--- src/rtl/dmem_arbiter_pkg.sv ---
// dmem_arbiter_pkg
// Shared constants and types for the data-memory arbiter.
//   XLEN        : datapath width of the RV32 core
//   arb_state_e : response-tracking FSM states
//   REQ_CORE    : requester index of the core load/store path
//   REQ_DBG     : requester index of the debug/loader port
package dmem_arbiter_pkg;

   localparam int unsigned XLEN = 32;

   typedef enum logic [1:0] {
      IDLE      = 2'd0,
      RSP_FRESH = 2'd1,
      RSP_HOLD  = 2'd2
   } arb_state_e;

   localparam int unsigned REQ_CORE = 0;
   localparam int unsigned REQ_DBG  = 1;

endpackage

--- src/rtl/dmem_arbiter_rr_arb2.sv ---
// rr_arb2
// Purely combinational two-way round-robin pick.
//   i_valid  : request valid per requester
//   i_last   : requester that won the most recent accepted transfer
//   i_enable : arbitration allowed this cycle; grant is 0 otherwise
//   o_grant  : one-hot grant (or 0)
module rr_arb2
   import dmem_arbiter_pkg::*;
(
   input  logic [1:0] i_valid,
   input  logic       i_last,
   input  logic       i_enable,
   output logic [1:0] o_grant
);

   always_comb begin
      o_grant = 2'b00;
      if (i_enable) begin
         if (i_valid == 2'b11) begin
            // Tie: the requester that did not win last time goes first.
            if (i_last) begin
               o_grant[REQ_CORE] = 1'b1;
            end else begin
               o_grant[REQ_DBG] = 1'b1;
            end
         end else begin
            o_grant = i_valid;
         end
      end
   end

endmodule

--- src/rtl/dmem_arbiter.sv ---
// dmem_arbiter
// Shares the single-port data memory between the core (requester 0) and the
// debug/loader port (requester 1). One access granted per cycle, one response
// outstanding, response channel backpressured per requester.
//   clk_i, rstn_i            : clock, asynchronous active-low reset
//   req_valid_i/req_ready_o  : request handshake, one bit per requester
//   req_we_i/addr/wdata/be   : request fields per requester
//   rsp_valid_o/rsp_ready_i  : one-hot response handshake
//   rsp_rdata_o, rsp_err_o   : read data (0 for writes/errors), range error
//   mem_*                    : memory port; mem_rdata_i valid one cycle after
//                              a read strobe
module dmem_arbiter
   import dmem_arbiter_pkg::*;
#(
   parameter int unsigned     MEM_WORDS = 2048,
   parameter logic [XLEN-1:0] MEM_BASE  = 32'h0000_0000
) (
   input  logic                         clk_i,
   input  logic                         rstn_i,
   input  logic [1:0]                   req_valid_i,
   output logic [1:0]                   req_ready_o,
   input  logic [1:0]                   req_we_i,
   input  logic [1:0][XLEN-1:0]         req_addr_i,
   input  logic [1:0][XLEN-1:0]         req_wdata_i,
   input  logic [1:0][3:0]              req_be_i,
   output logic [1:0]                   rsp_valid_o,
   input  logic [1:0]                   rsp_ready_i,
   output logic [XLEN-1:0]              rsp_rdata_o,
   output logic                         rsp_err_o,
   output logic                         mem_req_o,
   output logic                         mem_we_o,
   output logic [$clog2(MEM_WORDS)-1:0] mem_addr_o,
   output logic [XLEN-1:0]              mem_wdata_o,
   output logic [3:0]                   mem_be_o,
   input  logic [XLEN-1:0]              mem_rdata_i
);

   localparam int unsigned     AW        = $clog2(MEM_WORDS);
   localparam logic [XLEN-1:0] MEM_BYTES = XLEN'(MEM_WORDS * 4);

   arb_state_e      r_state;
   arb_state_e      w_state_next;
   logic            r_last;
   logic            r_owner;
   logic            r_we;
   logic            r_err;
   logic [XLEN-1:0] r_hold;

   logic            w_busy;
   logic            w_rsp_fire;
   logic            w_enable;
   logic [1:0]      w_grant;
   logic            w_accept;
   logic            w_sel;
   logic [XLEN-1:0] w_off;
   logic            w_in_range;
   logic            w_mem_req;
   logic [XLEN-1:0] w_rd;

   assign w_busy     = (r_state != IDLE);
   assign w_rsp_fire = w_busy & rsp_ready_i[r_owner];
   // Gating with rstn_i keeps every strobe low while reset is held.
   assign w_enable   = rstn_i & (~w_busy | w_rsp_fire);

   rr_arb2 u_rr_arb2 (
      .i_valid  (req_valid_i),
      .i_last   (r_last),
      .i_enable (w_enable),
      .o_grant  (w_grant)
   );

   assign w_accept   = |w_grant;
   assign w_sel      = w_grant[REQ_DBG];
   // Unsigned wrap makes addresses below MEM_BASE land out of range too.
   assign w_off      = req_addr_i[w_sel] - MEM_BASE;
   assign w_in_range = (w_off < MEM_BYTES);
   assign w_mem_req  = w_accept & w_in_range;

   assign req_ready_o = w_grant;
   assign mem_req_o   = w_mem_req;
   assign mem_we_o    = w_mem_req & req_we_i[w_sel];
   assign mem_addr_o  = w_mem_req ? w_off[AW+1:2] : '0;
   assign mem_wdata_o = w_mem_req ? req_wdata_i[w_sel] : '0;
   assign mem_be_o    = w_mem_req ? req_be_i[w_sel] : 4'b0000;

   always_comb begin
      rsp_valid_o = 2'b00;
      if (w_busy) begin
         rsp_valid_o[r_owner] = 1'b1;
      end
   end

   // Fresh responses bypass straight from memory; stalled ones replay hold.
   assign w_rd        = (r_state == RSP_FRESH) ? mem_rdata_i : r_hold;
   assign rsp_rdata_o = (w_busy & ~r_we & ~r_err) ? w_rd : '0;
   assign rsp_err_o   = w_busy & r_err;

   always_comb begin
      w_state_next = r_state;
      if (w_accept) begin
         w_state_next = RSP_FRESH;
      end else if (w_rsp_fire) begin
         w_state_next = IDLE;
      end else if (r_state == RSP_FRESH) begin
         w_state_next = RSP_HOLD;
      end
   end

   always_ff @(posedge clk_i or negedge rstn_i) begin
      if (!rstn_i) begin
         r_state <= IDLE;
         r_last  <= 1'b1;
         r_owner <= 1'b0;
         r_we    <= 1'b0;
         r_err   <= 1'b0;
         r_hold  <= '0;
      end else begin
         r_state <= w_state_next;
         if (r_state == RSP_FRESH) begin
            r_hold <= mem_rdata_i;
         end
         if (w_accept) begin
            r_last  <= w_sel;
            r_owner <= w_sel;
            r_we    <= req_we_i[w_sel];
            r_err   <= ~w_in_range;
         end
      end
   end

endmodule

--- config.mk ---
export PLATFORM = sky130hd
export DESIGN_NAME = dmem_arbiter
export DESIGN_NICKNAME = d
export VERILOG_FILES = /design/src/rtl/dmem_arbiter_pkg.sv /design/src/rtl/dmem_arbiter_rr_arb2.sv /design/src/rtl/dmem_arbiter.sv
export SDC_FILE = /design/constraint.sdc
export NUM_CORES = 1
export LEC_CHECK = 0
export ABC_AREA = 0
export BUFFER_PORTS_ARGS = -buffer_cell sky130_fd_sc_hd__buf_2
export CAP_MARGIN = 20
export CORE_AREA = 2 2 101 103
export DETAILED_ROUTE_END_ITERATION = 8
export DIE_AREA = 0 0 103 105
export HOLD_SLACK_MARGIN = 0.05
export PLACE_DENSITY = 0.73
export SLEW_MARGIN = 10
export SYNTH_ARGS = -nofsm -noshare
export SYNTH_HDL_FRONTEND = slang
export SYNTH_HIERARCHICAL = 1
export SYNTH_SLANG_ARGS = --single-unit
--- constraint.sdc ---
create_clock -name clk_i -period 2.95 [get_ports clk_i]
set_clock_uncertainty 0.15 [all_clocks]
set_input_delay 0.4425 -clock clk_i [delete_from_list [all_inputs] [get_ports clk_i]]
set_output_delay 0.4425 -clock clk_i [all_outputs]
set_load 0.01 [all_outputs]
==> results of run 1 <==
-- power by group through the flow --
stage,Combinational [mW],Sequential (mW),Clock [mW]
floorplan,0.622,0.837,0
global placement,0.874,0.850,0
detailed placement,0.914,0.872,0
CTS,0.983,0.861,0.380
global route,1.12,0.886,0.397
finish,1.04,0.861,0.365
-- metal layers --
layer / up-vias / GRT usage, %
met3: 21 / 4.08
met1: 1423 / 19.0
met4: 2 / 5.08
met2: 183 / 30.2
met5: - / 0
li1: 1418 / -
-- synth_stat cells, types with 4 or more instances --
| cell type | instances | area, µm² |
|---|---|---|
| mux2i_1 | 49 | 490 |
| nor2_1 | 41 | 154 |
| dfrtp_1 | 37 | 926 |
| nor2b_1 | 35 | 219 |
| mux2_2 | 27 | 304 |
| nor2_2 | 9 | 56.3 |
| nor4_1 | 7 | 43.8 |
| clkbuf_1 | 6 | 22.5 |
| buf_6 | 5 | 56.3 |
| mux2_1 | 5 | 56.3 |
| buf_1 | 4 | 15.0 |
| nand2_1 | 4 | 15.0 |
-- metrics by stage --
step           std cells  area [µm²]  setup slack, ns  hold slack, ns
2_1_floorplan        255        2550           0.0847        -0.00309
3_3_place_gp         641        4040           0.0343           0.306
3_5_place_dp         641        4040          -0.0325           0.321
4_1_cts              665        4320           -0.207           0.122
5_1_grt              666        4420           -0.325           0.149
6_report             666        4420           -0.255           0.103
-- cell type report --
cell class	instances	area (µm²)
fill	940	5220
timing repair buffer	288	1650
multi-input combinational	196	1550
sequential	38	952
tap	133	166
clock buffer	7	86.3
inverter	3	11.3
clock inverter	1	5.00
-- logic make-up after synthesis --
logic type | synth area share (%)
flops | 37.3
simple gates | 21.4
buf+inv | 4.71
mux | 33.4
compound gates | 3.14
-- critical path: stages, from the launching register on --
cell and delay [ns]:
dfrtp_1 0.40, mux2i_2 0.17, o21ai_1 0.13, and2_4 0.20, nand2_2 0.06, a21oi_2 0.15, inv_2 0.05, or4_4 0.47
o22a_4 0.26, buf_12 0.17, nor2_1 0.12, buf_2 0.14
-- cell usage in the layout, fill, tap and decap left out, types with 2 or more instances in the layout --
master      n
a21oi_2     2
nor2_2     12
inv_2       2
nor2b_1    34
mux2_1      5
a21o_1      2
buf_2     253
nand2_2     2
mux2i_2     2
dfrtp_1    37
nor2_1     37
buf_4      17
buf_6      14
nand2_1     2
buf_16      2
clkbuf_8    6
mux2_2     27
nor4_1      6
mux2i_1    47
-- registers in the layout, indices dropped and copies added (netlist names) --
name and count:
r_err 1, r_hold 32, r_last 1, r_owner 1
r_state 2, r_we 1
-- final timing paths --
| check | cells past startpoint | slack [ns] | start | to |
|---|---|---|---|---|
| max | 11 | -0.25 | r_owner$_DFFE_PN0N_ | mem_wdata_o[2] |
| min reg2reg | 1 | 0.33 | r_hold[16]$_DFF_PN0_ | r_hold[16]$_DFF_PN0_ |
| max in group asynchronous | 2 | 2.19 | rstn_i | r_last$_DFFE_PN1N_ |
| max reg2reg | 19 | 0.08 | r_owner$_DFFE_PN0N_ | r_owner$_DFFE_PN0N_ |
| min in group clk_i | 2 | 0.25 | mem_rdata_i[3] | r_hold[3]$_DFF_PN0_ |
| min | 2 | 0.10 | rstn_i | r_hold[10]$_DFF_PN0_ |
-- repair_timing --
action | in CTS | in global routing
pin swaps | 9 | 3
endpoints found under the setup margin | 49 | 51
hold buffers | 0 | 0
resized for setup | 15 | 20
endpoints found under the hold margin | 0 | 0
cloned | 1 | 1
setup buffers | 16 | 3
==> metrics.md, run 1 <==
| Metric | Value |
|---|---|
| Max Cap Viol | 0 |
| 1st-iter DRT viols | 82 |
| Largest net degree at the start of global routing | 45 |
| Worst skew pair latency | 0.28 ns |
| Number of distinct library cells after synthesis | 30 |
| Setup crit start kind | register |
| Root Driver | clkbuf_8 |
| Syn-to-layout area delta | 73.5% |
| Max IR drop VDD | 0.000211 V |
| Cell count after synthesis | 255 |
| Failing checks | setup timing |
| Share of layout cells above drive strength 1 | 65.9% |
| Clk pwr share | 16.1% |
| ANT cells | 0 |
| Routed WL per cell | 14.6 µm |
| CTS Buffer Depth | 2 |
| Tmin final | 3.20 ns |
| Final setup viols | 49 |
| Ys flop type | dfrtp_1 |
| Area of the mapped netlist | 0.00255 mm² |
| Warnings from Yosys | 6 |
| Worst setup EP type | primary output |
| Pins Over Slew Limit | 0 |
| Register area share after synthesis | 37.3% |
| RSZ-0062 raised after global routing | true |
| Met1 Wirelength | 3760 µm |
| Worst-path fanout max | 22 |
| Vias in the first global route | 3,104 |
| Clock tree sinks | 38 |
| Comb power frac | 45.8% |
| Worst setup margin | -0.255 ns |
| Total power | 2.26 mW |
| Die area | 0.0108 mm² |
| Fmax | 312 MHz |
| Row cnt | 36 |
| Clock transition at path regs | 0.08 ns |
| Synth Net Count | 431 |
| Leakage | 2.30 nW |
| Nets | 708 |
| Num CTS Buffers | 5 |
| Initial antenna violation count | 1 |
| Syn_area_per_cell | 10.0 µm² |
| Pwr/cell area | 511 mW/mm² |
| Vias per cell | 4.58 |
| Fin Setup TNS | -10.83 ns |
| Worst Path Arrival | 2.61 ns |
| Hold crit path type | in -> async |
| Length of the first detailed-routing pass in iterations | 4 |
| DRC Markers | 0 |
| Via count | 3,047 |
| Reg power frac | 38.1% |
| Number of port buffers | 257 |
| Width of the die | 103 µm |
| P_sw | 0.681 mW |
| Die Ht | 105 µm |
| First-pass GRT wire length | 14,400 µm |
| #FFs+latches synth | 38 |
| Max layer used | met5 |
| Final period util | 109% |
| Core Region | 0.00964 mm² |
| Gr usage total | 16.7% |
| Synth async-reset ratio | 100% |
| Antenna-violating nets left | 0 |
| H-tree depth | 2 |
| Crit path required time | 2.36 ns |
| GRT Residual Overflow | 0 |
| Initial core utilization | 26.5% |
| Global placer's final weighted congestion | 0.927 |
| Io pins | 262 |
| TritonCTS clock tree | done |
| Crit Path Class | reg -> out |
| Met2 routed WL | 4940 µm |
| Internal Power | 1.58 mW |
| Post-synth EDFFs | 0 |
| Worst-margin pin slew | 0.492 ns |
| Final hold violations | 0 |
| Rel. slew slack | 67.2% |
| Final HPWL DP | 7480 µm |
| Final Util | 45.9% |
| Routed Wire Length | 9740 µm |
| Met3 routed WL | 837 µm |
| Sw frac | 30.1% |
| Status | complete, but fails checks |
(Power assumes the default switching activity.)
==> inputs of run 2 (changes only) <==
--- a/config.mk
+++ b/config.mk
@@ -13,6 +13,7 @@
 export DIE_AREA = 0 0 103 105
 export HOLD_SLACK_MARGIN = 0.05
 export PLACE_DENSITY = 0.73
+export SETUP_SLACK_MARGIN = 0.3
 export SLEW_MARGIN = 10
 export SYNTH_ARGS = -nofsm -noshare
 export SYNTH_HDL_FRONTEND = slang
==> run 2 against run 1 <==
- flip-flop and latch count unchanged
- sequential share of layout area decreased by 0.54 points
- sequential power about the same
- via count decreased by 4.0%
- count of clock-buffer cells in the layout decreased by 1
- clock power about the same
- hold slack got worse by 0.020 ns
- first-iteration DRC count increased by 62%
- power increased by 5.2%
- the run still ends with setup timing left
- worst setup slack improved by 0.041 ns
==> metrics.md, run 2 (same netlist as run 1, synthesis figures left out) <==
| Metric | Value |
|---|---|
| # fillers | 926 (-1.5%) |
| Final period util | 107% (-1.4 points) |
| Setup crit start kind | register |
| Worst-path fanout max | 18 (-18%) |
| H-tree depth | 2 (unchanged) |
| Die area | 0.0108 mm² (unchanged) |
| Vias in the first global route | 3,041 (-2.0%) |
| Nets | 711 (+0.42%) |
| Slowest cell on the critical path | or4_4 |
| GRT Residual Overflow | 0 (unchanged) |
| Num CTS Buffers | 5 (unchanged) |
| Gr usage total | 17.5% (+0.81 points) |
| Status | complete, but fails checks |
| Routed Wire Length | 9890 µm (+1.5%) |
| Final hold violations | 0 (unchanged) |
| Core Region | 0.00964 mm² (unchanged) |
| Global placer's final weighted congestion | 0.835 (-9.9%) |
| Area taken by multi-input logic gates | 0.00164 mm² (+5.6%) |
| Share of layout cells above drive strength 1 | 72.4% (+6.5 points) |
| Hold buffers post-CTS | 0 (unchanged) |
| 1st-iter DRT viols | 133 (+62%) |
| Fmax | 316 MHz (+1.3%) |
| DRC Markers | 0 (unchanged) |
| Worst setup margin | -0.214 ns (+0.0409 ns) |
| Largest net degree at the start of global routing | 39 (-13%) |
| First-pass GRT wire length | 14,700 µm (+2.3%) |
| Max FFs per register | 32 (unchanged) |
| TritonCTS clock tree | done |
| Final HPWL DP | 7990 µm (+6.9%) |
| Via count | 2,924 (-4.0%) |
| FF-to-FF setup slack | -0.07 ns (-0.15 ns) |
| Initial core utilization | 26.5% (unchanged) |
| Number of port buffers | 257 (unchanged) |
| Tmin final | 3.16 ns (-0.0409 ns) |
| Pins Over Slew Limit | 0 (unchanged) |
| Final setup viols | 50 (+2.0%) |
| Crit Path Class | reg -> out |
| Failing checks | setup timing |
| Commonest non-fill, non-tap cell in the layout | buf_2 |
| Worst setup EP type | primary output |
| M3 GR Usage | 3.34% (-0.74 points) |
| RSZ-0062 raised after global routing | true |
| Syn-to-layout area delta | 77.9% |
| Max Cap Viol | 0 (unchanged) |
| CTS Buffer Depth | 2 (unchanged) |
| Vias per cell | 4.36 (-4.6%) |
| CP peak stage delay | 0.48 ns (about the same) |
| Delay-heaviest family, CP | simple AND/OR/NAND/NOR gates |
| Worst path cell trace | mux2i_2 -> o21ai_2 -> and2_4 -> nand2_4 -> a21oi_4 -> inv_2 -> or4_4 -> o22a_4 -> buf_16 -> nor2_2 -> buf_2 |
| Worst r2r path cells | 21 (+2) |
| Pwr/cell area | 524 mW/mm² (+2.6%) |
| Row cnt | 36 (unchanged) |
| Clock tree sinks | 38 (unchanged) |
| Worst skew pair latency | 0.28 ns (about the same) |
| Rel. slew slack | 67.7% (+0.46 points) |
| Clock transition at path regs | 0.08 ns (about the same) |
| Max IR drop VDD | 0.000248 V (+18%) |
| Die Ht | 105 µm (unchanged) |
| Crit path required time | 2.36 ns (about the same) |
| Initial antenna violation count | 1 (unchanged) |
| CP bufs+invs | 3 (unchanged) |
| GR peak layer | met2 |
| Antenna-violating nets left | 0 (unchanged) |
| Met2 Use GR | 33.0% (+2.8 points) |
| Worst-margin pin slew | 0.485 ns (-0.00686 ns) |
| Largest reg by FF count | r_hold |
| Routed WL per cell | 14.8 µm (+0.92%) |
| Leakage | 2.31 nW (+0.36%) |
| Critical R2R Capture | r_state[1]$_DFFE_PN0P_ |
| Root Driver | clkbuf_8 |
| Length of the first detailed-routing pass in iterations | 4 (unchanged) |
| Width of the die | 103 µm (unchanged) |
| WHS | 0.0823 ns (-0.0203 ns) |
| Crit path from | r_owner$_DFFE_PN0N_ |
| Io pins | 262 (unchanged) |
| GRT met1 Usage | 19.7% (+0.66 points) |
| Worst Path Arrival | 2.57 ns (-0.04 ns) |
| Reg2reg start | r_owner$_DFFE_PN0N_ |
| Total power | 2.38 mW (+5.2%) |
| Hold crit path type | in -> async |
| Sequential cell area | 952 µm² (unchanged) |
| Top Registers | r_hold x32, r_state x2 |
| Most frequent cells in the layout | 254 x buf_2, 48 x mux2i_1, 46 x nor2_2 |
==> run 2: cell types whose count changed in the layout (fill, tap and decap cells not counted), moves of 4 or more <==
cell	previous run	this run
buf_4	17	13
buf_6	14	22
nor2_1	37	3
nor2_2	12	46
==> run 2: cell type report <==
cell class,instances,share of cell area (%)
Antenna cell,1,0.0552
Timing Repair Buffer,291,36.8
Sequential cell,38,21.0
Tap cell,133,3.67
Multi-Input combinational cell,196,36.1
Inverter,3,0.248
Clock inverter,2,0.276
Clock buffer,6,1.82
==> run 2: layer usage <==
metal | vias to the layer above | wire, µm | part of all wire, %
met5 | - | 0 | 0
met4 | 0 | 165 | 1.7
met3 | 14 | 553 | 5.6
met2 | 140 | 5480 | 55
met1 | 1340 | 3690 | 37
li1 | 1430 | - | -
==> run 2: worst max-delay path by stage <==
stage	endpoint	slack [ns]	depth (start not counted)
2_1_floorplan	mem_addr_o[5]	0.25	10
3_3_place_gp	mem_we_o	-0.06	13
3_5_place_dp	mem_we_o	-0.06	13
4_1_cts	r_state[1]$_DFFE_PN0P_	-0.26	21
5_1_grt	mem_wdata_o[2]	-0.32	11
6_report	mem_wdata_o[2]	-0.21	11
==> run 2: worst reg2reg max path, cell delays in order, from the launching register on <==
cell and delay, ns:
dfrtp_1 0.39, mux2i_2 0.28, o21ai_2 0.11, buf_4 0.15, buf_6 0.11, buf_6 0.10, buf_6 0.10, buf_6 0.10
buf_6 0.10, buf_6 0.10, buf_6 0.10, buf_6 0.10, buf_6 0.11, buf_6 0.11, buf_6 0.10, buf_6 0.10
buf_6 0.10, buf_6 0.10, buf_6 0.10, buf_6 0.10, buf_6 0.10, nor3_2 0.13
==> run 2: report_power, final <==
group / total (mW) / switching (mW) / internal [mW]
Clock: 0.365 / 0.178 / 0.188
Combinational: 1.15 / 0.451 / 0.700
Sequential: 0.863 / 0.0856 / 0.777
Total: 2.38 / 0.714 / 1.66
==> run 2: repair_timing <==
item	in CTS	in global routing
gates resized for setup	12	21
cloned	1	0
endpoints found under the setup margin	50	52
setup buffers	19	2
pin swaps	1	1
==> run 2: metrics by stage <==
| step | instance area [µm²] | setup TNS (ns) | util [%] | cells | worst slack, ns |
|---|---|---|---|---|---|
| floorplan | 2680 | 0 | - | 255 | 0.249 |
| global placement | 4120 | -1.12 | 42.8 | 639 | -0.0620 |
| detailed placement | 4120 | -1.21 | 42.8 | 639 | -0.0587 |
| CTS | 4440 | -11.92 | 46.0 | 667 | -0.265 |
| global route | 4540 | -14.59 | 47.1 | 670 | -0.322 |
| finish | 4540 | -8.83 | 47.1 | 670 | -0.214 |
==> inputs of run 3 (changes only) <==
--- a/config.mk
+++ b/config.mk
@@ -12,6 +12,7 @@
 export DETAILED_ROUTE_END_ITERATION = 8
 export DIE_AREA = 0 0 103 105
 export HOLD_SLACK_MARGIN = 0.05
+export MAX_ROUTING_LAYER = met4
 export PLACE_DENSITY = 0.73
 export SETUP_SLACK_MARGIN = 0.3
 export SLEW_MARGIN = 10
==> run 3 against run 2 <==
- the run still ends with setup timing left
- global-route usage increased by 0.49 points
- power about the same
- first-iteration DRC count decreased by 6.8%
- via count decreased by 0.10%
- wire length about the same
- hold slack improved by 0.0013 ns
- cell count unchanged
- worst setup slack improved by 0.0015 ns
- register-to-register slack about the same
- critical path depth unchanged
- clock power about the same
- sequential share of layout area unchanged
- critical endpoint unchanged
==> metrics.md, run 3 (same netlist as run 1, synthesis figures left out) <==
| Metric | Value |
|---|---|
| Internal Power | 1.66 mW (about the same) |
| Status | complete, but fails checks |
| Crit path to | mem_wdata_o[2] |
| Pins Over Slew Limit | 0 (unchanged) |
| Hold crit path type | in -> async |
| Initial antenna violation count | 1 (unchanged) |
| H-tree depth | 2 (unchanged) |
| Clock transition at path regs | 0.08 ns (about the same) |
| Worst r2r path cells | 21 (unchanged) |
| Max FFs per register | 32 (unchanged) |
| GRT Residual Overflow | 0 (unchanged) |
| Reg2reg start | r_owner$_DFFE_PN0N_ |
| CTS Buffer Depth | 2 (unchanged) |
| Largest reg by FF count | r_hold |
| Die Ht | 105 µm (unchanged) |
| Vias in the first global route | 3,041 (unchanged) |
| Crit Path Class | reg -> out |
| Share of layout cells above drive strength 1 | 72.4% (unchanged) |
| Cells after DPL | 639 (unchanged) |
| Vias per cell | 4.36 (-0.10%) |
| Failing checks | setup timing |
| Tmin final | 3.16 ns (-0.00147 ns) |
| Pwr/cell area | 524 mW/mm² (about the same) |
| Routed Wire Length | 9890 µm (about the same) |
| Gr usage total | 18.0% (+0.49 points) |
| FF-to-FF setup slack | -0.07 ns (about the same) |
| 1st-iter DRT viols | 124 (-6.8%) |
| Hold buffers post-CTS | 0 (unchanged) |
| RSZ-0062 raised after global routing | true |
| Commonest non-fill, non-tap cell in the layout | buf_2 |
| Syn-to-layout area delta | 77.9% (unchanged) |
| Final setup viols | 50 (unchanged) |
| Critical R2R Capture | r_state[1]$_DFFE_PN0P_ |
| Most frequent cells in the layout | 254 x buf_2, 48 x mux2i_1, 46 x nor2_2 |
| CP peak stage delay | 0.48 ns (about the same) |
| Num CTS Buffers | 5 (unchanged) |
| Number of port buffers | 257 (unchanged) |
| Largest net degree at the start of global routing | 39 (unchanged) |
| Io pins | 262 (unchanged) |
| Initial core utilization | 26.5% (unchanged) |
| Final instance count without filler cells | 670 (unchanged) |
| Length of the first detailed-routing pass in iterations | 4 (unchanged) |
| Fmax | 316 MHz (about the same) |
| Slowest cell on the critical path | or4_4 |
| Nets | 711 (unchanged) |
| Root Driver | clkbuf_8 |
| Clock tree sinks | 38 (unchanged) |
| Worst-path fanout max | 18 (unchanged) |
| Max Cap Viol | 0 (unchanged) |
| Clk pwr share | 15.4% (about the same) |
| Antenna-violating nets left | 0 (unchanged) |
| Global placer's final weighted congestion | 0.848 (+1.5%) |
| Worst setup EP type | primary output |
| Crit path from | r_owner$_DFFE_PN0N_ |
| WHS | 0.0836 ns (+0.00131 ns) |
| Rel. slew slack | 67.5% (-0.20 points) |
| Final hold violations | 0 (unchanged) |
| Worst Path Arrival | 2.57 ns (about the same) |
| Via count | 2,921 (-0.10%) |
| Final period util | 107% (about the same) |
| TritonCTS clock tree | done |
| Core Region | 0.00964 mm² (unchanged) |
| Place WS | -0.0587 ns (unchanged) |
| Max IR drop VDD | 0.000248 V (about the same) |
| Leakage | 2.31 nW (unchanged) |
| Crit path required time | 2.36 ns (about the same) |
| Worst-margin pin slew | 0.488 ns (+0.00305 ns) |
| Reg power frac | 36.3% (about the same) |
| Worst path cell trace | mux2i_2 -> o21ai_2 -> and2_4 -> nand2_4 -> a21oi_4 -> inv_2 -> or4_4 -> o22a_4 -> buf_16 -> nor2_2 -> buf_2 |
| Worst skew pair latency | 0.28 ns (about the same) |
| Sw frac | 30.0% (about the same) |
| P_sw | 0.714 mW (about the same) |
| Worst setup margin | -0.212 ns (+0.00147 ns) |
| Width of the die | 103 µm (unchanged) |
| Setup crit start kind | register |
| Top Registers | r_hold x32, r_state x2 |
| Comb power frac | 48.4% (about the same) |
| Total power | 2.38 mW (about the same) |
| Row cnt | 36 (unchanged) |
| Final HPWL DP | 7990 µm (unchanged) |
| Die area | 0.0108 mm² (unchanged) |
| DRC Markers | 0 (unchanged) |
| Routed WL per cell | 14.8 µm (about the same) |
| First-pass GRT wire length | 14,700 µm (unchanged) |
[run 3: cell counts in the layout (fill, tap and decap cells not counted)]
No cell type changed its count.
[run 3: critical path, delay by kind of cell, from the launching register on]
| kind | cells | cell delay (ns) |
|---|---|---|
| flip-flops | 1 | 0.41 |
| AO/OA/AOI/OAI | 3 | 0.47 |
| AND/OR/NAND/NOR | 4 | 0.84 |
| multiplexers | 1 | 0.18 |
| buffers and inverters | 3 | 0.37 |
[run 3: power by group through the flow]
| stage | logic, mW | registers (mW) | clock network (mW) |
|---|---|---|---|
| global placement | 0.885 | 0.853 | 0 |
| global route | 1.25 | 0.890 | 0.404 |
| finish | 1.15 | 0.863 | 0.365 |
| CTS | 1.06 | 0.866 | 0.387 |
| floorplan | 0.643 | 0.839 | 0 |
| detailed placement | 0.923 | 0.876 | 0 |
[run 3: how the worst min path moves through the flow]
stage | to | slack [ns] | cells past startpoint
2_1_floorplan | r_err$_DFFE_PN0N_ | -0.003 | 0
3_3_place_gp | r_hold[30]$_DFF_PN0_ | 0.31 | 1
3_5_place_dp | r_hold[28]$_DFF_PN0_ | 0.32 | 1
4_1_cts | r_owner$_DFFE_PN0N_ | 0.09 | 2
5_1_grt | r_we$_DFFE_PN0N_ | 0.14 | 2
6_report | r_we$_DFFE_PN0N_ | 0.08 | 2
[run 3: repair_timing]
| item | in CTS | in global routing |
|---|---|---|
| endpoints found under the setup margin | 50 | 52 |
| buffers inserted | 19 | 2 |
| pin swaps | 1 | 1 |
| gates resized for setup | 12 | 21 |
| cloned | 1 | 0 |
| endpoints found under the hold margin | 0 | 0 |
[run 3: routing by layer]
metal  track usage [%]  wire length [µm]
met5                 -                 0
met4              4.51               170
met3              2.88               502
met2              33.0              5460
met1              20.0              3760
[run 3: area by class of cell]
type	instances	area (µm²)
clock inverters	2	12.5
multi-input cells	196	1640
flip-flops and latches	38	952
clock buffers	6	82.6
well taps	133	166
repair buffers	291	1670
diodes	1	2.50
fillers	926	5100
inverters	3	11.3
[run 3: metrics by stage]
step / area (µm²) / util [%] / TNS, ns
6_report: 4540 / 47.1 / -8.82
5_1_grt: 4540 / 47.1 / -14.59
4_1_cts: 4440 / 46.0 / -11.92
3_5_place_dp: 4120 / 42.8 / -1.21
3_3_place_gp: 4120 / 42.8 / -1.12
2_1_floorplan: 2680 / - / 0
